`src/rtl/piece_collision.sv`:
```
// Sequential tetromino collision checker: walks the enabled cells of a piece in index
// order, bounds-checks each one and reads its board colour word, stopping at the first hit.
module piece_collision #(
   parameter int BOARD_W   = 10,
   parameter int BOARD_H   = 20,
   parameter int X_W       = 8,
   parameter int Y_W       = 7,
   parameter int OFF_W     = 2,
   parameter int NUM_CELLS = 4,
   parameter int ADDR_W    = 8,
   parameter int COLOUR_W  = 6,
   parameter int RAM_LAT   = 1
) (
   input  logic                           clk,
   input  logic                           resetn,
   input  logic                           start,
   input  logic [X_W-1:0]                 base_x,
   input  logic [Y_W-1:0]                 base_y,
   input  logic [NUM_CELLS*2*OFF_W-1:0]   offsets,
   input  logic [NUM_CELLS-1:0]           cell_en,
   input  logic [COLOUR_W-1:0]            ram_q,
   output logic [ADDR_W-1:0]              ram_addr,
   output logic                           ram_rd,
   output logic                           busy,
   output logic                           done,
   output logic                           collision,
   output logic                           out_of_bounds,
   output logic [$clog2(NUM_CELLS)-1:0]   hit_index
);

   localparam int IDX_W  = $clog2(NUM_CELLS);
   localparam int CELL_W = 2*OFF_W;
   localparam int OFFS_W = NUM_CELLS*CELL_W;
   localparam int WC_W   = $clog2(RAM_LAT+1);
   localparam logic [IDX_W-1:0] LAST_IDX = IDX_W'(NUM_CELLS-1);

   typedef enum logic [1:0] {S_IDLE, S_ISSUE, S_WAIT, S_FIN} state_t;

   // Cell coordinates are one bit wider than the base so a large offset cannot wrap back on-board.
   function automatic logic [X_W:0] f_cx(input logic [X_W-1:0] bx, input logic [OFFS_W-1:0] offs,
                                         input logic [IDX_W-1:0] idx);
      return {1'b0, bx} + (X_W+1)'(offs[idx*CELL_W +: OFF_W]);
   endfunction

   function automatic logic [Y_W:0] f_cy(input logic [Y_W-1:0] by, input logic [OFFS_W-1:0] offs,
                                         input logic [IDX_W-1:0] idx);
      return {1'b0, by} + (Y_W+1)'(offs[idx*CELL_W+OFF_W +: OFF_W]);
   endfunction

   function automatic logic f_oob(input logic [X_W:0] cx, input logic [Y_W:0] cy);
      return (32'(cx) >= 32'(BOARD_W)) || (32'(cy) >= 32'(BOARD_H));
   endfunction

   function automatic logic [ADDR_W-1:0] f_addr(input logic [X_W:0] cx, input logic [Y_W:0] cy);
      return ADDR_W'(32'(cy) * 32'(BOARD_W) + 32'(cx));
   endfunction

   state_t                 r_state;
   logic [X_W-1:0]         r_bx;
   logic [Y_W-1:0]         r_by;
   logic [OFFS_W-1:0]      r_offs;
   logic [NUM_CELLS-1:0]   r_en;
   logic [IDX_W-1:0]       r_idx;
   logic [WC_W-1:0]        r_wcnt;
   logic [ADDR_W-1:0]      r_ram_addr;
   logic                   r_ram_rd;
   logic                   r_busy;
   logic                   r_done;
   logic                   r_coll;
   logic                   r_oob;
   logic [IDX_W-1:0]       r_hit;

   logic                   w_idle;
   logic [X_W-1:0]         w_src_bx;
   logic [Y_W-1:0]         w_src_by;
   logic [OFFS_W-1:0]      w_src_offs;
   logic [NUM_CELLS-1:0]   w_src_en;
   logic [IDX_W-1:0]       w_src_idx;
   logic [X_W:0]           w_nxt_cx;
   logic [Y_W:0]           w_nxt_cy;
   logic                   w_nxt_rd;
   logic [ADDR_W-1:0]      w_nxt_addr;
   logic                   w_cur_en;
   logic                   w_cur_oob;
   logic                   w_adv;
   logic                   w_launch;

   // The read strobe is registered, so the cell about to enter ISSUE is evaluated one cycle early:
   // straight from the inputs when starting, else from the latched piece at the next index.
   always_comb begin
      w_idle     = (r_state == S_IDLE);
      w_src_bx   = w_idle ? base_x  : r_bx;
      w_src_by   = w_idle ? base_y  : r_by;
      w_src_offs = w_idle ? offsets : r_offs;
      w_src_en   = w_idle ? cell_en : r_en;
      w_src_idx  = w_idle ? '0      : r_idx + IDX_W'(1);
      w_nxt_cx   = f_cx(w_src_bx, w_src_offs, w_src_idx);
      w_nxt_cy   = f_cy(w_src_by, w_src_offs, w_src_idx);
      w_nxt_rd   = w_src_en[w_src_idx] & ~f_oob(w_nxt_cx, w_nxt_cy);
      w_nxt_addr = f_addr(w_nxt_cx, w_nxt_cy);
      w_cur_en   = r_en[r_idx];
      w_cur_oob  = f_oob(f_cx(r_bx, r_offs, r_idx), f_cy(r_by, r_offs, r_idx));
      w_adv      = ((r_state == S_ISSUE) && !w_cur_en) ||
                   ((r_state == S_WAIT) && (r_wcnt == '0) && (ram_q == '0));
      w_launch   = (w_idle && start) || (w_adv && (r_idx != LAST_IDX));
   end

   always_ff @(posedge clk or negedge resetn) begin
      if (!resetn) begin
         r_state    <= S_IDLE;
         r_bx       <= '0;
         r_by       <= '0;
         r_offs     <= '0;
         r_en       <= '0;
         r_idx      <= '0;
         r_wcnt     <= '0;
         r_ram_addr <= '0;
         r_ram_rd   <= 1'b0;
         r_busy     <= 1'b0;
         r_done     <= 1'b0;
         r_coll     <= 1'b0;
         r_oob      <= 1'b0;
         r_hit      <= '0;
      end else begin
         r_done   <= 1'b0;
         r_ram_rd <= 1'b0;
         if (w_launch) begin
            r_ram_rd <= w_nxt_rd;
            if (w_nxt_rd) r_ram_addr <= w_nxt_addr;
         end
         case (r_state)
            S_IDLE: begin
               if (start) begin
                  r_bx    <= base_x;
                  r_by    <= base_y;
                  r_offs  <= offsets;
                  r_en    <= cell_en;
                  r_idx   <= '0;
                  r_coll  <= 1'b0;
                  r_oob   <= 1'b0;
                  r_hit   <= '0;
                  r_busy  <= 1'b1;
                  r_state <= S_ISSUE;
               end
            end
            S_ISSUE: begin
               if (w_cur_en) begin
                  if (w_cur_oob) begin
                     r_coll  <= 1'b1;
                     r_oob   <= 1'b1;
                     r_hit   <= r_idx;
                     r_done  <= 1'b1;
                     r_busy  <= 1'b0;
                     r_state <= S_FIN;
                  end else begin
                     r_wcnt  <= WC_W'(RAM_LAT-1);
                     r_state <= S_WAIT;
                  end
               end
            end
            S_WAIT: begin
               if (r_wcnt != '0) begin
                  r_wcnt <= r_wcnt - WC_W'(1);
               end else if (ram_q != '0) begin
                  r_coll  <= 1'b1;
                  r_hit   <= r_idx;
                  r_done  <= 1'b1;
                  r_busy  <= 1'b0;
                  r_state <= S_FIN;
               end
            end
            S_FIN:   r_state <= S_IDLE;
            default: r_state <= S_IDLE;
         endcase
         if (w_adv) begin
            if (r_idx == LAST_IDX) begin
               r_done  <= 1'b1;
               r_busy  <= 1'b0;
               r_state <= S_FIN;
            end else begin
               r_idx   <= r_idx + IDX_W'(1);
               r_state <= S_ISSUE;
            end
         end
      end
   end

   assign ram_addr      = r_ram_addr;
   assign ram_rd        = r_ram_rd;
   assign busy          = r_busy;
   assign done          = r_done;
   assign collision     = r_coll;
   assign out_of_bounds = r_oob;
   assign hit_index     = r_hit;

endmodule

```
`config.mk`:
```
export PLATFORM = sky130hd
export DESIGN_NAME = piece_collision
export DESIGN_NICKNAME = d
export VERILOG_FILES = /design/src/rtl/piece_collision.sv
export SDC_FILE = /design/constraint.sdc
export NUM_CORES = 1
export LEC_CHECK = 0
export BUFFER_PORTS_ARGS = -buffer_cell sky130_fd_sc_hd__buf_2
export CAP_MARGIN = 20
export CORE_MARGIN = 2
export CORE_UTILIZATION = 40
export DETAILED_ROUTE_END_ITERATION = 16
export GPL_TIMING_DRIVEN = 0
export RECOVER_POWER = 100
export SYNTH_ARGS = -nofsm -noshare
export SYNTH_HDL_FRONTEND = slang
export SYNTH_SLANG_ARGS = --single-unit
```
`constraint.sdc`:
```
create_clock -name clk -period 14.6 [get_ports clk]
set_clock_uncertainty 0.15 [all_clocks]
set_input_delay 2.19 -clock clk [delete_from_list [all_inputs] [get_ports clk]]
set_output_delay 2.19 -clock clk [all_outputs]
set_load 0.01 [all_outputs]
```
==> metrics.txt <==
drt wl/cell=15.6 um; max_cap viols=1; Rows=35; register area share after synthesis=0.354; largest cells by area after synthesis=dfrtp_1 (35%), mux2_2 (13%), ha_1 (8.5%), mux4_2 (5.3%), mux2i_1 (5.0%); vias in the first global route=2686; commonest cells in the netlist=dfrtp_1 (54), mux2_2 (44), ha_1 (26); total number of yosys warnings=0; cell area after synthesis=3810 um^2; initial DRC count=97; Via density=5.19; core footprint=9240 um^2; met3 WL post-DR=357 um; GRT overflow=0; RSZ-0062 raised after global routing=false; count leader, synth=dfrtp_1; Routed WL=8140 um; kind of critical path=reg2reg; number of setup buffers added after CTS=0; Filler cells=906; critical path required time=14.65 ns; Post-Syn Nets=402; clock latency on the worst-skew pair=0.31 ns; #FFs+latches synth=54; Longest Clk Path Bufs=2; fin crit share=0.471; relative slew slack=-0.359; Detailed Routing Iterations Pass 1=4; Slew @ Worst Pin=2.04 ns; Setup-failing EPs final=0; met1 wire length=3850 um; post-layout net count=468; Post-synth EDFFs=0; dpl hpwl=6480 um; residual DRC count=0; total number of vias=2706; Slew Limit Fails=38; clock tree root buffer cell=clkbuf_8; initial antenna violation count=0; Final ANT Viol Nets=0; HP Class=reg2reg; pin count of the biggest net entering global routing=38; setup TNS=0 ns; gpl congestion=0.831; die area=10300 um^2; top_reg_cell synth=dfrtp_1; cts hold-fix bufs=0; global-route wire length before repair=13600 um; H-tree Lvls=2; area share of the largest cell type after synthesis=0.354; Worst-path clk slew=0.10 ns; crit path DAT=6.93 ns; crit path launch type=flop; endpoint class of the critical path=flop; # IOs=59; layout cell share with drive strength beyond 1=0.288; # port buffers=58; cell taking the most area after synthesis=dfrtp_1; Max FO, Critical Path=10; CTS Buf Count=5; die width=102 um; die height=102 um; Hold Fails Final Rpt=0; asr flop ratio synth=1.00; failing checks=max-capacitance violations, max-slew violations; wire length on met2=3880 um; distinct cell type count after synthesis=56; CTS Sinks=54; Initial Utilization=0.413; post_cts resized=0; antenna fix cells=0; Area Overhead vs Synth=12.6%; fin crit period=6.88 ns; Syn Inst Count=326; CTS tree=yes; status=complete, but fails checks; Syn Area/Cell=11.7 um^2; top sig layer=met4; FMAX=0.145 GHz; Tot GR Track Use=0.169
==> per-stage QoR <==
step                worst slack (ns)  hold WS [ns]  instances  area, um^2   util
global route                    7.35         0.384        521        4290  0.465
CTS                             8.51         0.365        521        4370  0.473
floorplan                       8.72         0.339        326        3810      -
finish                          7.72         0.350        521        4290  0.465
detailed placement              8.32         0.339        514        4280  0.464
global placement                8.40         0.342        513        4260  0.461
==> flip-flops by register name, summed over array words and instances, names as in the netlist, 2 cells and up <==
name       count
r_idx          2
r_offs        16
r_state        2
r_bx           8
ram_addr       8
hit_index      2
r_by           7
r_en           4
==> final timing paths <==
check / slack (ns) / from / endpoint / depth (start not counted)
max in group asynchronous: 10.03 / resetn / r_idx[0]$_DFF_PN0_ / 2
min in group asynchronous: 1.85 / resetn / ram_addr[5]$_DFFE_PN0P_ / 1
hold reg to reg: 0.35 / ram_addr[7]$_DFFE_PN0P_ / ram_addr[7]$_DFFE_PN0P_ / 1
hold / removal: 0.35 / ram_addr[7]$_DFFE_PN0P_ / ram_addr[7]$_DFFE_PN0P_ / 1
setup reg to reg: 7.72 / r_state[0]$_DFFE_PN0P_ / ram_addr[7]$_DFFE_PN0P_ / 21
setup / recovery: 7.72 / r_state[0]$_DFFE_PN0P_ / ram_addr[7]$_DFFE_PN0P_ / 21
==> layout by cell type, fill, tap and decap left out, types with 2 or more instances in the layout <==
| cell type | n |
|---|---|
| and2_1 | 2 |
| and3_1 | 2 |
| nand2b_1 | 2 |
| nand3b_1 | 2 |
| dfrtp_1 | 54 |
| clkbuf_1 | 33 |
| a31oi_1 | 2 |
| mux2_4 | 5 |
| inv_1 | 15 |
| clkbuf_8 | 5 |
| a211oi_1 | 3 |
| nor2b_1 | 5 |
| clkinvlp_4 | 2 |
| o21bai_1 | 2 |
| fa_1 | 6 |
| nand2_1 | 16 |
| mux4_2 | 9 |
| nand4_1 | 3 |
| ha_1 | 26 |
| nand4b_1 | 2 |
| a2bb2oi_1 | 2 |
| buf_2 | 42 |
| nand3_1 | 4 |
| mux2_2 | 43 |
| mux2_1 | 3 |
| a211oi_2 | 3 |
| or2_2 | 2 |
| o21ai_0 | 9 |
| xnor2_1 | 18 |
| mux2i_1 | 19 |
| nor2_1 | 8 |
| a21o_1 | 4 |
| a21oi_1 | 15 |
==> cell type report <==
cell class / count / area [um^2] / area share
multi-input combinational: 241 / 2310 / 0.537
sequential: 54 / 1350 / 0.315
timing repair buffer: 59 / 273 / 0.0635
tap: 129 / 161 / 0.0376
clock buffer: 5 / 68.8 / 0.0160
buffer: 16 / 61.3 / 0.0143
inverter: 15 / 56.3 / 0.0131
clock inverter: 2 / 15.0 / 0.00350
==> critical path: stages, from the launching register on <==
cell	delay, ns
dfrtp_1	0.43
inv_1	0.13
ha_1	0.32
clkbuf_1	0.46
clkbuf_1	0.46
clkbuf_1	0.44
clkbuf_1	0.49
mux2_1	0.40
ha_1	0.23
fa_1	0.44
nand4b_1	0.19
a21oi_1	0.11
or2_2	0.30
inv_1	0.06
ha_1	0.25
fa_1	0.50
ha_1	0.33
o21ai_0	0.12
o21bai_1	0.11
a21oi_1	0.20
xnor3_1	0.33
mux2_1	0.30
==> per-layer routing <==
metal  GRT usage  vias to the layer above
met3      0.0276                        4
li1            -                     1325
met2       0.274                       57
met1       0.240                     1320
met4      0.0343                        0
met5           0                        -
==> cell families (layout without fill, tap and decap cells) <==
group	after synthesis	after routing	synth area share
mux	80	80	0.264
flops	54	54	0.354
fa+ha+maj	32	32	0.117
xor+xnor	20	20	0.0496
simple gates	57	57	0.0821
compound gates	52	52	0.0958
buf+inv	31	97	0.0371
Power is left out: the tool's default activity adds up to more than one toggle a clock period on the data nets, which glitch-free logic cannot reach.
